<file path="config.mk">
export PLATFORM = sky130hd
export DESIGN_NAME = c1_zone_decode
export DESIGN_NICKNAME = d
export VERILOG_FILES = /design/src/rtl/c1_pkg.sv /design/src/rtl/c1_bus_watchdog.sv /design/src/rtl/c1_zone_decode.sv
export SDC_FILE = /design/constraint.sdc
export NUM_CORES = 1
export LEC_CHECK = 0
export CAP_MARGIN = 20
export CORE_MARGIN = 5
export CORE_UTILIZATION = 45
export DETAILED_ROUTE_END_ITERATION = 6
export GPL_TIMING_DRIVEN = 0
export PLACE_DENSITY = 0.85
export SLEW_MARGIN = 20
export SYNTH_ARGS = -nofsm -noshare
export SYNTH_HDL_FRONTEND = slang
export SYNTH_SLANG_ARGS = --single-unit
</file>
<file path="constraint.sdc">
create_clock -name CLK_68KCLK -period 3 [get_ports CLK_68KCLK]
set_input_delay 0.45 -clock CLK_68KCLK [delete_from_list [all_inputs] [get_ports CLK_68KCLK]]
set_output_delay 0.45 -clock CLK_68KCLK [all_outputs]
set_load 0.05 [all_outputs]
</file>
<file path="src/rtl/c1_pkg.sv">
// C1 address-decode shared definitions: zone and FSM encodings, A[23:20]
// nibble map, and the vector-swap register addresses used when the
// C1_VECTOR_SWAP_EN build option is enabled.
package c1_pkg;

    typedef enum logic [2:0] {
        ZONE_ROM,
        ZONE_WRAM,
        ZONE_PORT,
        ZONE_IO,
        ZONE_CARD,
        ZONE_SROM,
        ZONE_NONE
    } zoneT;

    typedef enum logic [1:0] {
        IDLE,
        ACTIVE,
        ERROR
    } stateT;

    // A[23:20] values that select each zone; the card window spans four nibbles.
    localparam logic [3:0] NIB_ROM     = 4'h0;
    localparam logic [3:0] NIB_WRAM    = 4'h1;
    localparam logic [3:0] NIB_PORT    = 4'h2;
    localparam logic [3:0] NIB_IO      = 4'h3;
    localparam logic [3:0] NIB_CARD_LO = 4'h8;
    localparam logic [3:0] NIB_CARD_HI = 4'hB;
    localparam logic [3:0] NIB_SROM    = 4'hC;

    // Byte addresses of the vector-swap set/clear registers (odd bytes, nLDS lane).
    localparam logic [23:0] VECT_SET_BYTE = 24'h3A0003;
    localparam logic [23:0] VECT_CLR_BYTE = 24'h3A0013;

    function automatic zoneT decodeNibble(input logic [3:0] nib);
        zoneT z;
        z = ZONE_NONE;
        if (nib == NIB_ROM)
            z = ZONE_ROM;
        else if (nib == NIB_WRAM)
            z = ZONE_WRAM;
        else if (nib == NIB_PORT)
            z = ZONE_PORT;
        else if (nib == NIB_IO)
            z = ZONE_IO;
        else if (nib >= NIB_CARD_LO && nib <= NIB_CARD_HI)
            z = ZONE_CARD;
        else if (nib == NIB_SROM)
            z = ZONE_SROM;
        return z;
    endfunction

    // Address bus carries A[23:1]; compare against the byte address minus A0.
    function automatic logic isVectSet(input logic [22:0] addr);
        return addr == VECT_SET_BYTE[23:1];
    endfunction

    function automatic logic isVectClr(input logic [22:0] addr);
        return addr == VECT_CLR_BYTE[23:1];
    endfunction

    // 0x000000-0x00007F: the 68K exception vector table.
    function automatic logic isVectorArea(input logic [22:0] addr);
        return addr[22:6] == '0;
    endfunction

endpackage

</file>
<file path="src/rtl/c1_bus_watchdog.sv">
// Bus-cycle watchdog: counts clocks of an open bus cycle that has not yet
// been acknowledged and raises berr after TIMEOUT_CYCLES of them. Once the
// cycle is acknowledged the count freezes for the rest of the cycle; berr
// holds until the cycle closes (active drops).
module c1_bus_watchdog
    import c1_pkg::*;
#(
    parameter int TIMEOUT_CYCLES = 64,
    parameter int CNT_W          = 8
) (
    input  logic clk,
    input  logic rst,
    input  logic active,
    input  logic ack,
    output logic berr
);

    localparam logic [CNT_W-1:0] LAST_COUNT = CNT_W'(TIMEOUT_CYCLES - 1);

    logic [CNT_W-1:0] count;
    logic             acked;

    // Count unacknowledged clocks; an ack on the terminal edge wins over the timeout.
    always_ff @(posedge clk or negedge rst) begin
        if (!rst) begin
            count <= '0;
            acked <= 1'b0;
            berr  <= 1'b0;
        end else if (!active) begin
            count <= '0;
            acked <= 1'b0;
            berr  <= 1'b0;
        end else if (!berr && !acked) begin
            if (ack)
                acked <= 1'b1;
            else if (count == LAST_COUNT)
                berr <= 1'b1;
            else
                count <= count + 1'b1;
        end
    end

endmodule

</file>
<file path="src/rtl/c1_zone_decode.sv">
// C1 upstream address decode: captures the zone on the first edge of each
// 68K bus cycle, holds the active-low zone select for the whole cycle and
// supervises the cycle with a watchdog that drives nBERR.
// Build option: C1_VECTOR_SWAP_EN adds the VECT_SEL register that steers the
// vector table (0x000000-0x00007F) to the SROM zone.
//
// state  | meaning
// IDLE   | no bus cycle; waiting for nAS low
// ACTIVE | cycle open, zone held, watchdog counting until nDTACK
// ERROR  | watchdog expired, nBERR low until nAS returns high
module c1_zone_decode
    import c1_pkg::*;
#(
    parameter int TIMEOUT_CYCLES = 64,
    parameter int CNT_W          = 8
) (
    input  logic        CLK_68KCLK,
    input  logic        nRESET,
    input  logic [22:0] M68K_ADDR,
    input  logic        M68K_RW,
    input  logic        nAS,
    input  logic        nLDS,
    input  logic        nUDS,
    input  logic        nDTACK,
    output logic        nROM_ZONE,
    output logic        nWRAM_ZONE,
    output logic        nPORT_ZONE,
    output logic        nIO_ZONE,
    output logic        nCARD_ZONE,
    output logic        nSROM_ZONE,
    output logic        nBERR,
    output logic        CYCLE_ACTIVE
);

    stateT      state;
    stateT      stateNext;
    logic [3:0] addrNib;
    logic       zoneEn;
    logic       swapHit;
    logic       cycleStart;
    logic       wdActive;
    logic       wdBerr;
    zoneT       zoneCur;

    assign cycleStart = (state == IDLE) && !nAS;
    assign wdActive   = (state != IDLE) && !nAS;

    // State register.
    always_ff @(posedge CLK_68KCLK or negedge nRESET) begin
        if (!nRESET)
            state <= IDLE;
        else
            state <= stateNext;
    end

    // Next state. ERROR is entered one clock after the watchdog fires; nBERR
    // itself comes straight from the watchdog flop so it is not delayed.
    always_comb begin
        stateNext = state;
        case (state)
            IDLE:    if (!nAS) stateNext = ACTIVE;
            ACTIVE:  if (nAS) stateNext = IDLE;
                     else if (wdBerr) stateNext = ERROR;
            ERROR:   if (nAS) stateNext = IDLE;
            default: stateNext = IDLE;
        endcase
    end

    // Capture A[23:20] and the strobe qualification once per cycle; the latch
    // is deliberately not re-sampled while nAS stays low.
    always_ff @(posedge CLK_68KCLK or negedge nRESET) begin
        if (!nRESET) begin
            addrNib <= '0;
            zoneEn  <= 1'b0;
        end else if (nAS) begin
            zoneEn  <= 1'b0;
        end else if (cycleStart) begin
            addrNib <= M68K_ADDR[22:19];
            zoneEn  <= M68K_RW || !nLDS || !nUDS;
        end
    end

`ifdef C1_VECTOR_SWAP_EN
    logic vectSel;

    // VECT_SEL written by the swap-register write cycles; the vector-area
    // steering uses the value in force before this cycle's own update.
    always_ff @(posedge CLK_68KCLK or negedge nRESET) begin
        if (!nRESET) begin
            vectSel <= 1'b1;
            swapHit <= 1'b0;
        end else if (nAS) begin
            swapHit <= 1'b0;
        end else if (cycleStart) begin
            swapHit <= vectSel && isVectorArea(M68K_ADDR);
            if (!M68K_RW && !nLDS) begin
                if (isVectSet(M68K_ADDR))
                    vectSel <= 1'b1;
                else if (isVectClr(M68K_ADDR))
                    vectSel <= 1'b0;
            end
        end
    end
`else
    // Without the swap register only A[23:20] feeds the decode.
    logic unusedAddrBits;
    assign unusedAddrBits = ^M68K_ADDR[18:0];
    assign swapHit        = 1'b0;
`endif

    // Zone select from the latched nibble; swapHit only ever accompanies a ROM nibble.
    always_comb begin
        zoneCur = ZONE_NONE;
        if (zoneEn) begin
            zoneCur = decodeNibble(addrNib);
            if (swapHit)
                zoneCur = ZONE_SROM;
        end
    end

    assign nROM_ZONE    = (zoneCur != ZONE_ROM);
    assign nWRAM_ZONE   = (zoneCur != ZONE_WRAM);
    assign nPORT_ZONE   = (zoneCur != ZONE_PORT);
    assign nIO_ZONE     = (zoneCur != ZONE_IO);
    assign nCARD_ZONE   = (zoneCur != ZONE_CARD);
    assign nSROM_ZONE   = (zoneCur != ZONE_SROM);
    assign CYCLE_ACTIVE = (state != IDLE);
    assign nBERR        = !wdBerr;

    c1_bus_watchdog #(
        .TIMEOUT_CYCLES (TIMEOUT_CYCLES),
        .CNT_W          (CNT_W)
    ) uWatchdog (
        .clk    (CLK_68KCLK),
        .rst    (nRESET),
        .active (wdActive),
        .ack    (!nDTACK),
        .berr   (wdBerr)
    );

endmodule

</file>
After elaboration in Yosys (flattened, before gate mapping)
Cells that the tools add are included.

Flip-flop bits (word level): 17. Input bits: 30. Output and inout bits: 8.

Bitwise gates (word level): 1. Equal/unequal tests: 20. Add/sub/neg operators: 1. Multiplexer cells: 25. Reduce and logical (&&, ||, !) cells: 21. $lt $le $gt $ge: 2.

Operator list (number): two-way mux 8 bit (4); two-way mux 3 bit (5); != test 2 bit, second input constant (7); two-way mux 2 bit (6); two-way mux 1 bit (9); != test 3 x 2 -> 1 bit, second input constant (3); AND reduction 3 bit (3); adder 8 x 1 -> 8 bit, second input constant (1); == test 4 x 2 -> 1 bit, second input constant (2); == test 8 x 6 -> 1 bit, second input constant (1); != test 3 bit, second input constant (2); one-hot mux 2 bit (3 select lines) (1); logical NOT 1 bit (5); == test 4 x 1 -> 1 bit, second input constant (1); == test 4 bit, second input constant (1); >= comparator 4 bit, second input constant (1); less-or-equal comparator 4 bit, second input constant (1); logical AND 1 bit (4); logical NOT 4 bit (1); AND reduction 2 bit (2); nonzero test 2 bit (2); != test 3 x 1 -> 1 bit, second input constant (1); nonzero test 3 bit (1); == test 2 x 1 -> 1 bit, second input constant (1); 4 further kinds (5).

Logic depth before layout (Yosys ltp)
Gate-level depths: netlist of the first run.

Depth after elaboration: 9. Mapped depth: 4. Depth with buffers taken out: 4.

By module
A second synthesis of the first run with hierarchy kept.

Cells, all modules: 83. Area total of the unflattened synthesis: 902.1 um^2.

By module, submodules not included: c1_bus_watchdog (cells each 51, seq. area each 250.2 um^2, times used 1, area an instance 538.0 um^2); c1_zone_decode (cells each 32, seq. area each 175.2 um^2, times used 1, area an instance 364.1 um^2).

Worst setup path after synthesis of the first run
No wires, ideal clock.

Kind: register to output. Start: reg addrNib[3]. End: out nPORT_ZONE. Required time: 2.550 ns. Stages on the path, launching flop included: 3. Arrival: 1.167 ns. Setup slack: 1.383 ns. Path buffers: 0. Path through: dfrtp_1 -> nor3_1 -> nand3b_1.

Word-level cells in the longest chain between the ends: 9. Elaborated cells between the ends (all ways): 16.

Ends and longest elaborated chain: from (decl) (RTL line c1_zone_decode.sv:37) `logic [3:0] addrNib;`; from (signal assigned) (RTL line c1_zone_decode.sv:78) `addrNib <= M68K_ADDR[22:19];`; >= comparator 4 bit (tied with other cells) (RTL line c1_pkg.sv:46) `else if (nib >= NIB_CARD_LO && nib <= NIB_CARD_HI)`; logical AND 1 bit / two-way mux 2 bit (equally long branches) (RTL line c1_pkg.sv:46, c1_pkg.sv:48); two-way mux 2 bit (RTL line c1_pkg.sv:46); two-way mux 3 bit (RTL line c1_pkg.sv:44) `else if (nib == NIB_IO)`; two-way mux 3 bit (RTL line c1_pkg.sv:42) `else if (nib == NIB_PORT)`; two-way mux 3 bit (RTL line c1_pkg.sv:40) `else if (nib == NIB_WRAM)`; two-way mux 3 bit * (RTL line c1_pkg.sv:38) `if (nib == NIB_ROM)`; two-way mux 3 bit * (RTL line c1_zone_decode.sv:114) `if (zoneEn) begin`; != test 3 x 2 -> 1 bit * (RTL line c1_zone_decode.sv:123) `assign nPORT_ZONE = (zoneCur != ZONE_PORT);`; to (decl) (RTL line c1_zone_decode.sv:27) `output logic nPORT_ZONE,`.

Mark *: on every way between the ends. The rest lies on a longest branch, timed or not.

Worst setup path in the final report of the first run
Start: reg addrNib[3]. End: out nIO_ZONE.

Word-level cells in the longest chain between the ends: 9. Elaborated cells between the ends (all ways): 16.

Ends and longest elaborated chain: >= comparator 4 bit (tied with other cells) (RTL line c1_pkg.sv:46); logical AND 1 bit / two-way mux 2 bit (equally long branches) (RTL line c1_pkg.sv:46, c1_pkg.sv:48); two-way mux 2 bit (RTL line c1_pkg.sv:46); two-way mux 3 bit (RTL line c1_pkg.sv:44); two-way mux 3 bit (RTL line c1_pkg.sv:42); two-way mux 3 bit (RTL line c1_pkg.sv:40); two-way mux 3 bit * (RTL line c1_pkg.sv:38); two-way mux 3 bit * (RTL line c1_zone_decode.sv:114); != test 3 x 2 -> 1 bit * (RTL line c1_zone_decode.sv:124) `assign nIO_ZONE = (zoneCur != ZONE_IO);`; to (decl) (RTL line c1_zone_decode.sv:28) `output logic nIO_ZONE,`.

Marks and branches as above.

==> key figures, run 1 <==
Outcome
  • Run status: completed

Min path
  • Hold Path Class: flip-flop to flip-flop
  • Hold depth: 1
  • Worst Hold Path EP: state[0]$_DFFE_PN0P_
  • HP Start: state[1]$_DFFE_PN0P_

Synthesis
  • Number of synthesized register bits: 17
  • Post-synth EDFFs: 0
  • Syn Area/Cell: 10.5 µm²
  • Synth unique cells: 32
  • Post-synth top area share: 45.9%
  • Syn nets: 119
  • Post-synthesis cell area: 927 µm²
  • Post-synthesis cell count: 88
  • Yosys top cell by area: dfrtp_1
  • YS warnings: 0
  • Most numerous cell in the Yosys netlist: dfrtp_1
  • Main flop type after synthesis: dfrtp_1
  • Area contributors post-synth: dfrtp_1 46%, mux2_2 6.1%, a211oi_1 4.9%
  • Sequential cell area fraction in the yosys report: 45.9%
  • Commonest cells post-synth: 17 x dfrtp_1, 10 x nand2_1, 6 x a211oi_1
  • FFs w/ async S/R, synth: 100%

Routing
  • DRC: 0
  • Vias post-DR: 771
  • Routed wire length: 2050 µm
  • WL per Instance: 14.9 µm
  • Routed vias/inst: 5.63
  • Router iterations before antenna repair: 4
  • Starting DRT DRC Count: 9
  • Post-DRT Antenna Nets: 0

Placed design
  • Post-DP HPWL: 1530 µm
  • Placed Cells: 133
  • Routability congestion estimate from global placement: 0.797
  • Post-place setup slack: 0.916 ns
  • Port Buf Inserts: 18

Timing
  • Fin. Hold Viols: 0
  • Tightest Pin Transition: 0.737 ns
  • Period utilization: 79.7%
  • Clk_skew: 0.00753 ns
  • Final worst slack: 0.608 ns
  • Setup tns final: 0 ns
  • RSZ-0062 raised after global routing: no
  • Min Tclk post-route: 2.39 ns
  • Final setup violation count: 0
  • Slew margin rel.: 50.7%
  • Fmax achieved: 418 MHz
  • Final Max Tran Viols: 0

Floorplan
  • Die width: 55.4 µm
  • Core ar.: 0.00196 mm²
  • # IOs: 38
  • Std cell rows: 16
  • Die area: 0.00307 mm²
  • Vert. Die Dim: 55.4 µm
  • Starting density of the core: 47.3%

Setup path
  • WP data arrival: 1.94 ns
  • Crit Reg-Reg Endpoint: uWatchdog.count[4]$_DFFE_PN0P_
  • Crit path capture type: output pin
  • CP startpoint kind: flip-flop
  • Crit-path max FO: 4
  • Reg2reg start: uWatchdog.count[0]$_DFFE_PN0P_
  • Worst EP required: 2.55 ns
  • Reg2reg setup slack: 1.61 ns
  • Setup CP Type: flip-flop to output pin
  • Reg2Reg Depth: 4

Clock tree
  • CTS root buf: clkbuf_4
  • CTS buffer count: 3
  • # resized after CTS: 0
  • Hold_buf cts: 0
  • CTS clock-pin slew for the worst setup and hold paths: 0.10 ns
  • CTS Buffer Depth: 2
  • H-tree level count: 1
  • Post-CTS setup buffers: 0
  • Clk sinks: 17
  • CTS tree: yes
  • Clk Latency, worst-skew pair: 0.29 ns

Global route
  • Gr ovfl total: 0
  • Vias in the first global route: 793
  • First-pass GRT wire length: 3660 µm
  • Largest net degree at the start of global routing: 18
  • Initial antenna violation count: 0
  • Aggregate global-route resource usage: 14.6%

Final layout
  • Layout cell share with drive strength beyond 1: 17.3%
  • Antenna cells: 0
  • Net count, final: 142
  • Final Util: 59.5%
  • Layout Cells excl Fill: 137
  • Area growth from synthesis to layout: 25.9%

Power and ir drop
  • Peak supply drop: 202 µV
  • Power Density: 382 mW/mm²
  • Leakage power: 0.469 nW

Job
  • Max-cap viol count: 0
metal layers:
layer / vias to the layer above / global-route usage [%] / routed length, µm
met3: 3 / 3.96 / 105
li1: 368 / - / -
met5: - / 0 / 0
met1: 372 / 17.0 / 904
met2: 28 / 25.0 / 1010
met4: 0 / 5.90 / 22
flip-flops by register name, summed over array words and instances (netlist names):
| signal | flops |
|---|---|
| zoneEn | 1 |
| uWatchdog.berr | 1 |
| state | 2 |
| uWatchdog.acked | 1 |
| uWatchdog.count | 8 |
| addrNib | 4 |
report_power, final:
| part | leakage, nW | switching (W) | total, W | internal [W] |
|---|---|---|---|---|
| Sequential | 0.224 | 0.0000115 | 0.000252 | 0.000240 |
| Combinational | 0.231 | 0.0000360 | 0.0000717 | 0.0000357 |
| Clock | 0.0150 | 0.0000708 | 0.000123 | 0.0000517 |
| Total | 0.469 | 0.000118 | 0.000446 | 0.000328 |
worst max-delay path, cell delays in order, from the launching register on:
cell and delay [ns]:
dfrtp_1 0.41, nor3_1 0.40, nand3_1 0.13, clkdlybuf4s50_1 0.72
cell families after synthesis:
group,Yosys count,share of synthesized area [%]
simple gates,40,25.6
flops,17,45.9
compound gates,16,13.8
mux,9,10.4
buf+inv,5,2.97
fa+ha+maj,1,1.35
worst max path at each step:
stage                           start         end  slack (ns)  cells after the start
5_1_grt        addrNib[3]$_DFFE_PN0P_  nPORT_ZONE        0.46                      3
3_5_place_dp   addrNib[3]$_DFFE_PN0P_    nIO_ZONE        0.92                      3
4_1_cts        addrNib[3]$_DFFE_PN0P_    nIO_ZONE        0.60                      3
2_1_floorplan  addrNib[3]$_DFFE_PN0P_  nPORT_ZONE        1.38                      2
3_3_place_gp   addrNib[3]$_DFFE_PN0P_    nIO_ZONE        0.97                      3
6_report       addrNib[3]$_DFFE_PN0P_    nIO_ZONE        0.61                      3
cell usage in the layout, fill, tap and decap left out, types with 3 or more instances in the layout:
master / count
clkdlybuf4s50_1: 18
dfrtp_1: 17
nand2_1: 10
a211oi_1: 6
mux2_2: 5
nand3b_1: 4
nand3_1: 4
nor2_1: 4
clkbuf_4: 4
mux2i_1: 4
nor3_1: 3
nand4_1: 3
nand2b_1: 3
through the flow:
stage          hold slack, ns  area (µm²)  total power, W
5_1_grt                 0.573        1170        0.000468
6_report                0.538        1170        0.000446
3_3_place_gp            0.503        1140        0.000326
3_5_place_dp            0.521        1140        0.000329
4_1_cts                 0.535        1170        0.000447
2_1_floorplan           0.154         927        0.000296
cell type report:
class                      count  area (µm²)
multi-input combinational     66         474
sequential                    17         425
tap                           27        33.8
buffer                         3        20.0
fill                         191         795
timing repair buffer          18         180
clock buffer                   4        26.3
inverter                       2        7.51
(Power assumes the default switching activity.)
==> inputs of run 2 (changes only) <==
CORE_UTILIZATION = 42   (was 45)
PLACE_DENSITY = 0.81   (was 0.85)
clock period = 2.4 ns   (was 3 ns; I/O delays follow)
==> run 2 against run 1 <==
Effect of this change: sequential share of layout area down 0.39 points; combinational power up 26%; critical path depth unchanged; non-clock buffer count unchanged; clock skew down 0.0069 ns; clock-buffer cell count down 1; critical path type unchanged.
==> key figures, run 2 (synthesis gave the netlist of run 1 again) <==
Outcome
  • Run status: completed

Power and ir drop
  • Combinational share of power: 16.1%
  • Switching share of total power: 27.5%
  • P_sw: 0.000154 W
  • Power Density: 476 mW/mm²
  • Register share of total power: 56.3%
  • Peak supply drop: 466 µV
  • Leakage power: 0.473 nW
  • Int Power: 0.000407 W
  • Power share of the clock group: 27.6%

Clock tree
  • CTS tree: yes
  • CTS buffer count: 3
  • Hold_buf cts: 0
  • CTS root buf: clkbuf_4
  • Clk sinks: 17
  • H-tree level count: 1
  • Post-CTS setup buffers: 0
  • CTS Buffer Depth: 2
  • Clk Latency, worst-skew pair: 0.29 ns
  • CTS clock-pin slew for the worst setup and hold paths: 0.10 ns

Final layout
  • Largest register FFs: 8
  • Most frequent cells in the layout: 17 x dfrtp_1, 16 x clkdlybuf4s50_1, 10 x nand2_1
  • Area growth from synthesis to layout: 27.3%
  • Commonest non-fill, non-tap cell in the layout: dfrtp_1
  • Layout cell share with drive strength beyond 1: 19.1%
  • Net count, final: 142
  • Reg area: 425 µm²
  • Layout fillers: 213
  • Fin area: 0.00118 mm²
  • Top reg by flops: uWatchdog.count
  • Footprint of the multi-input gates: 479 µm²
  • Biggest regs: uWatchdog.count: 8 flops, addrNib: 4 flops, state: 2 flops
  • Antenna cells: 0

Placed design
  • Port Buf Inserts: 18
  • Post-DP HPWL: 1480 µm
  • Routability congestion estimate from global placement: 0.790
  • Placed cell area: 0.00114 mm²

Routing
  • DRC: 0
  • Post-DRT Antenna Nets: 0
  • Routed wire length: 1930 µm
  • Router iterations before antenna repair: 4
  • Routed vias/inst: 5.51
  • Vias post-DR: 761
  • Starting DRT DRC Count: 10
  • WL per Instance: 14.0 µm

Global route
  • Vias in the first global route: 778
  • Initial antenna violation count: 0
  • First-pass GRT wire length: 3460 µm
  • Largest net degree at the start of global routing: 18
  • Aggregate global-route resource usage: 13.3%
  • Gr ovfl total: 0

Timing
  • WHS: 0.507 ns
  • Final setup violation count: 0
  • Tightest Pin Transition: 0.766 ns
  • Fmax achieved: 461 MHz
  • Slew margin rel.: 48.8%
  • Fin. Hold Viols: 0
  • RSZ-0062 raised after global routing: no
  • Final Max Tran Viols: 0
  • Clk_skew: 0.000657 ns
  • Period utilization: 90.3%
  • Setup tns final: 0 ns
  • Min Tclk post-route: 2.17 ns

Floorplan
  • Vert. Die Dim: 57.0 µm
  • Std cell rows: 17
  • # IOs: 38
  • Die area: 0.00325 mm²
  • Die width: 57.0 µm
  • Core ar.: 0.00217 mm²
  • Starting density of the core: 42.7%

Setup path
  • CP startpoint kind: flip-flop
  • WP data arrival: 1.81 ns
  • Slowest cell on the critical path: clkdlybuf4s50_1
  • Setup CP Type: flip-flop to output pin
  • Crit path capture type: output pin
  • Largest stage delay, worst path: 0.70 ns
  • Worst EP required: 2.04 ns
  • Buffers & Inverters on Critical Path: 1
  • Crit path max-delay family: buffers and inverters
  • Crit-path max FO: 4
  • CP Cell Sequence: nor3_2, nand3b_1, clkdlybuf4s50_1

Min path
  • Hold Path Class: primary input to asynchronous set/reset pin

Job
  • Max-cap viol count: 0
-- run 2: final cells by class --
type,count,area share [%]
buffer,3,1.70
timing repair buffer,18,15.7
inverter,2,0.636
multi-input combinational,66,40.6
clock inverter,1,0.424
tap,28,2.97
sequential,17,36.1
clock buffer,3,1.91
-- run 2: power groups by stage --
stage                     logic (W)  clock network [W]  registers (W)
final                     0.0000907           0.000155       0.000316
after global routing      0.0000993           0.000174       0.000319
after CTS                 0.0000920           0.000159       0.000315
after detailed placement  0.0000917                  0       0.000320
after global placement    0.0000889                  0       0.000319
after floorplan           0.0000534                  0       0.000317
-- run 2: final timing paths --
check | start | slack [ns] | to | depth (start not counted)
max | addrNib[3]$_DFFE_PN0P_ | 0.23 | nWRAM_ZONE | 3
min | nRESET | 0.51 | state[0]$_DFFE_PN0P_ | 1
max reg2reg | uWatchdog.count[0]$_DFFE_PN0P_ | 1.00 | uWatchdog.count[5]$_DFFE_PN0P_ | 4
min reg2reg | state[1]$_DFFE_PN0P_ | 0.53 | state[0]$_DFFE_PN0P_ | 1
max in group asynchronous | nRESET | 1.42 | uWatchdog.count[2]$_DFFE_PN0P_ | 1
min in group CLK_68KCLK | state[1]$_DFFE_PN0P_ | 0.53 | state[0]$_DFFE_PN0P_ | 1
-- run 2: timing repair --
item / in CTS / in global routing
hold endpoints to repair: 0 / 0
gates resized for setup: 0 / 3
endpoints found under the setup margin: 0 / 4
-- run 2: routing by layer --
layer | GRT usage, % | wire, µm | up-vias
met3 | 5.66 | 155 | 0
met4 | 0.993 | 0 | 0
met5 | 0 | 0 | -
met2 | 23.5 | 948 | 28
met1 | 15.6 | 821 | 368
li1 | - | - | 365
-- run 2: stage by stage --
step,setup WS [ns],util (%),power [W],std cells
finish,0.232,54.4,0.000562,138
global route,0.128,54.4,0.000592,138
CTS,0.0868,53.9,0.000566,138
detailed placement,0.425,52.7,0.000412,134
global placement,0.460,52.7,0.000408,134
floorplan,0.873,-,0.000371,88
